$ cat src/rtl/shared_adder_scheduler.sv
// Round-robin scheduler sharing a single unsigned adder among NUM_REQ requesters.
// One operation per IDLE -> CALC -> RESP pass; the result returns with its owner's ID.
module shared_adder_scheduler #(
    parameter int WIDTH_A = 8,
    parameter int WIDTH_B = 8,
    parameter int NUM_REQ = 4,
    localparam int WIDTH_OUT = 1 + ((WIDTH_A > WIDTH_B) ? WIDTH_A : WIDTH_B),
    localparam int ID_W = (NUM_REQ > 1) ? $clog2(NUM_REQ) : 1
) (
    input  logic                       clk,
    input  logic                       RST,
    input  logic [NUM_REQ-1:0]         req,
    input  logic [NUM_REQ*WIDTH_A-1:0] a_in,
    input  logic [NUM_REQ*WIDTH_B-1:0] b_in,
    output logic [NUM_REQ-1:0]         gnt,
    output logic                       busy,
    output logic [WIDTH_OUT-1:0]       result,
    output logic [ID_W-1:0]            result_id,
    output logic                       result_valid,
    input  logic                       result_ready
);

    typedef enum logic [1:0] {IDLE, CALC, RESP} state_t;

    state_t              state;
    state_t              state_nx;
    logic [ID_W-1:0]     ptr;
    logic [ID_W-1:0]     ptr_nx;
    logic [ID_W-1:0]     win;
    logic [ID_W-1:0]     cand;
    logic [ID_W:0]       sum_w;
    logic                found;
    logic [ID_W-1:0]     id_reg;
    logic [WIDTH_A-1:0]  a_reg;
    logic [WIDTH_B-1:0]  b_reg;

    // Search upward from ptr, wrapping at NUM_REQ-1 (NUM_REQ need not be a power of two).
    always_comb begin
        found = 1'b0;
        win   = '0;
        sum_w = '0;
        cand  = '0;
        for (int i = 0; i < NUM_REQ; i++) begin
            sum_w = {1'b0, ptr} + (ID_W+1)'(i);
            if (sum_w >= (ID_W+1)'(NUM_REQ)) begin
                sum_w = sum_w - (ID_W+1)'(NUM_REQ);
            end
            cand = sum_w[ID_W-1:0];
            if (!found && req[cand]) begin
                found = 1'b1;
                win   = cand;
            end
        end
    end

    assign ptr_nx = (win == ID_W'(NUM_REQ-1)) ? '0 : win + 1'b1;

    always_comb begin
        state_nx = state;
        unique case (state)
            IDLE:    if (found) state_nx = CALC;
            CALC:    state_nx = RESP;
            RESP:    if (result_ready) state_nx = IDLE;
            default: state_nx = IDLE;
        endcase
    end

    always_ff @(posedge clk or negedge RST) begin
        if (!RST) begin
            state <= IDLE;
        end else begin
            state <= state_nx;
        end
    end

    always_ff @(posedge clk or negedge RST) begin
        if (!RST) begin
            gnt          <= '0;
            ptr          <= '0;
            id_reg       <= '0;
            a_reg        <= '0;
            b_reg        <= '0;
            result       <= '0;
            result_id    <= '0;
            result_valid <= 1'b0;
        end else begin
            gnt <= '0;
            unique case (state)
                IDLE: begin
                    if (found) begin
                        a_reg  <= a_in[win*WIDTH_A +: WIDTH_A];
                        b_reg  <= b_in[win*WIDTH_B +: WIDTH_B];
                        id_reg <= win;
                        ptr    <= ptr_nx;
                        gnt    <= NUM_REQ'(1) << win;
                    end
                end
                CALC: begin
                    // Each operand is zero-extended from its own width, so the carry survives.
                    result       <= WIDTH_OUT'(a_reg) + WIDTH_OUT'(b_reg);
                    result_id    <= id_reg;
                    result_valid <= 1'b1;
                end
                RESP: begin
                    if (result_ready) result_valid <= 1'b0;
                end
                default: ;
            endcase
        end
    end

    assign busy = (state != IDLE);

endmodule
$ cat config.mk
export PLATFORM = sky130hd
export DESIGN_NAME = shared_adder_scheduler
export DESIGN_NICKNAME = d
export VERILOG_FILES = /design/src/rtl/shared_adder_scheduler.sv
export SDC_FILE = /design/constraint.sdc
export NUM_CORES = 1
export LEC_CHECK = 0
export CORE_ASPECT_RATIO = 1.75
export CORE_MARGIN = 5
export CORE_UTILIZATION = 40
export CTS_CLUSTER_SIZE = 8
export DETAILED_ROUTE_END_ITERATION = 10
export PLACE_DENSITY = 0.73
export SLEW_MARGIN = 15
export SYNTH_ARGS = -nofsm -noshare
export SYNTH_HDL_FRONTEND = slang
export SYNTH_SLANG_ARGS = --single-unit
$ cat constraint.sdc
create_clock -name clk -period 2.5 [get_ports clk]
set_clock_uncertainty 0.05 [all_clocks]
set_input_delay 0.25 -clock clk [delete_from_list [all_inputs] [get_ports clk]]
set_output_delay 0.25 -clock clk [all_outputs]
set_load 0.01 [all_outputs]
==> summary.txt <==
Power
  • Final Power: between 3 and 4 mW
  • Internal power: between 2 and 2.5 mW
  • Combinational power share: 0.585
  • NetSw: around 1.5 mW
  • Sequential power share: 0.298
  • Clock power share: 0.117
  • Sw Share: 0.396
  • Peak supply drop: roughly 0.67 mV
  • Pwr per Cell Area: between 1000 and 1500 nW/um^2
  • Leakage: 1.44 nW

CTS
  • CTS sink cnt: 38
  • TritonCTS Buffers: 5
  • Clock-pin slew on the worst setup and hold paths: about 70 ps
  • Hold Buf Count CTS: 0
  • Post CTS Setup Buffer Count: 0
  • CTS max path bufs: 2
  • CTS tree: yes
  • Clock root buffer: clkbuf_8
  • H-tree lvl count: 2
  • CTS resizes: 0
  • Clock latency on the worst-skew pair: a little under 300 ps

GRT
  • Initial antenna violation count: 0
  • GRT Overall Usage: 0.183
  • First-pass GRT wire length: between 10 and 15 mm
  • Vias in the first global route: 2,263
  • Gr ovfl total: 0
  • Largest net degree at the start of global routing: 39

Critical path
  • Crit Path Max Fanout: 3
  • R2R cell count: 6
  • Critical path class: flop to flop
  • Setup crit end kind: flop
  • Worst EP arrival: roughly 2400 ps
  • Startpoint Class: flop
  • Critical Path RT: around 2600 ps

Min path
  • Hold WC Path Type: primary input to asynchronous set/reset pin

Finish
  • Nets: between 400 and 500
  • Layout cells sized above 1: 0.118
  • Final core area utilization: 0.583
  • Non-filler cells, final: approximately 400
  • Fillcell total: between 500 and 600
  • Largest register FFs: 9
  • Ant diodes: 0
  • Area Overhead vs Synth: 43.9%
  • Final instance area: approximately 3400 sq um

Synthesis
  • Post-Synthesis Cells: around 230
  • Avg Cell Area, Syn: between 10 and 15 sq um
  • Ys async rst share: 1.00
  • Post-synth EDFFs: 0
  • Post-synthesis register bit count: 38
  • Main synth FF type: dfrtp_1
  • Syn. warnings: 0
  • Net count after synthesis: 313
  • Post-synth cell types: between 40 and 50
  • Syn Std Cell Area: 2360 sq um
  • Sequential-to-total area share from yosys stat: 0.403

Detailed routing
  • Vias per inst: around 5.3
  • Initial DRC count: between 70 and 80
  • Routed WL per cell: between 15 and 20 um
  • Routed Antenna Nets: 0
  • Residual DRC count: 0
  • DRT Wirelength: roughly 6.6 mm
  • DR pass1 iterations: 4
  • Via count: 2,097

Timing
  • FMAX: between 400 and 500 MHz
  • Slew headroom: 0.436
  • Final-report setup violation count: 0
  • Worst Tran Pin Value: 846 ps
  • Final WS setup: 188 ps
  • Max Slew Vio Count: 0
  • Tmin final: 2310 ps
  • RSZ-0062 raised after global routing: no
  • Final hold violation count: 0
  • Hold_ws: between 7 and 8 ps
  • Final Cycle Share: 0.925
  • Final TNS setup: 0 ps

Placed design
  • HPWL after DPL: slightly above 5 mm
  • Placed Area: 3310 sq um
  • Port bufs: 87
  • GPL Wtd Cong: between 0.8 and 0.9
  • Placed Cells: roughly 400
  • Place WS: 112 ps

Floorplan
  • DIE AREA: 7600 sq um
  • Starting density of the core: 0.405
  • Total core area: roughly 5800 sq um
  • Row cnt: 37
  • Die Span X: around 70 um
  • Ports: 88
  • Die height: between 100 and 150 um

Job
  • Max_cap viols: 0

Status
  • Outcome: completed
==> cell usage after synthesis (2+ instances only) <==
library cell / n / area (sq um)
and2_4: 2 / 17.5
buf_2: 2 / 10.0
ha_1: 9 / 113
a221o_1: 16 / 160
nand3_1: 16 / 80.1
o31ai_1: 2 / 15.0
xnor2_1: 2 / 17.5
or3_1: 2 / 12.5
o21ai_0: 20 / 100
buf_6: 2 / 22.5
mux2_1: 7 / 78.8
nand2b_1: 4 / 25.0
nor4b_1: 2 / 17.5
and2_1: 2 / 12.5
or2_1: 2 / 12.5
mux2_2: 5 / 56.3
a21o_1: 2 / 15.0
o41ai_1: 2 / 17.5
dfrtp_1: 38 / 951
clkbuf_1: 7 / 26.3
mux2_4: 8 / 120
nor3_1: 3 / 15.0
inv_1: 6 / 22.5
a21oi_1: 24 / 120
nand2_1: 13 / 48.8
nor2_1: 9 / 33.8
o21ai_1: 3 / 15.0
==> final timing paths <==
| path | startpoint | slack [ps] | to |
|---|---|---|---|
| worst max register to register | a_reg[1] | 190 | result[7] |
| max in group asynchronous | RST | 1860 | result[2] |
| min in group clk | result[6] | 420 | result[6] |
| worst min register to register | result[6] | 420 | result[6] |
| worst max-delay path | a_reg[1] | 190 | result[7] |
| worst min-delay path | RST | 8 | ptr[1] |
==> layout by cell type, fill, tap and decap left out, drive strengths merged, types with 2 or more instances in the layout <==
master and instances:
nand3 16, o21ai 23, and2 4, a21o 2, nand2 14, or3 2
xnor2 2, nand2b 4, nor4 2, clkbuf 7, mux2 20, o31ai 3
a21oi 24, o211ai 2, dfrtp 38, clkdlybuf4s50 86, nor3 3, buf 7
ha 9, nor4b 2, o21bai 2, or2 2, a221o 16, o41ai 2
inv 8, nor2 9
==> layout make-up <==
type | count | area (sq um) | area share
flip-flops and latches | 38 | 951 | 0.280
inverters | 8 | 32.5 | 0.00957
multi-input cells | 174 | 1320 | 0.387
clock buffers | 7 | 86.3 | 0.0254
well taps | 78 | 97.6 | 0.0287
repair buffers | 93 | 911 | 0.268
clock inverters | 1 | 5.00 | 0.00147
==> worst max-delay path, stage by stage (launching register included) <==
cell and delay, ps:
dfrtp_1 440, ha_1 310, a21oi_1 250, o21ai_1 150
o41ai_1 460, nor4b_1 120, or3_1 400
==> power groups by stage <==
stage,clock network (mW),logic (mW),registers (mW)
global placement,0,2.12,1.11
global route,0.474,2.39,1.14
detailed placement,0,2.17,1.12
floorplan,0,1.45,1.12
finish,0.436,2.17,1.11
CTS,0.450,2.19,1.11
==> per-layer routing <==
metal,part of all wire,track usage,vias up
met3,0.065,0.0343,11
met1,0.38,0.206,975
li1,-,-,1037
met4,0.023,0.0744,0
met5,0,0,-
met2,0.54,0.323,74
==> cell families (layout without fill, tap and decap cells) <==
group / count (synthesis) / after routing / share of synthesized area
AO/OA/AOI/OAI: 78 / 78 / 0.232
AND/OR/NAND/NOR: 62 / 62 / 0.146
flip-flops: 38 / 38 / 0.403
multiplexers: 21 / 21 / 0.112
buffers and inverters: 20 / 109 / 0.0403
adder cells (fa/ha/maj): 10 / 10 / 0.0562
XOR/XNOR: 3 / 3 / 0.0111
Power figures use the tool's default switching activity.
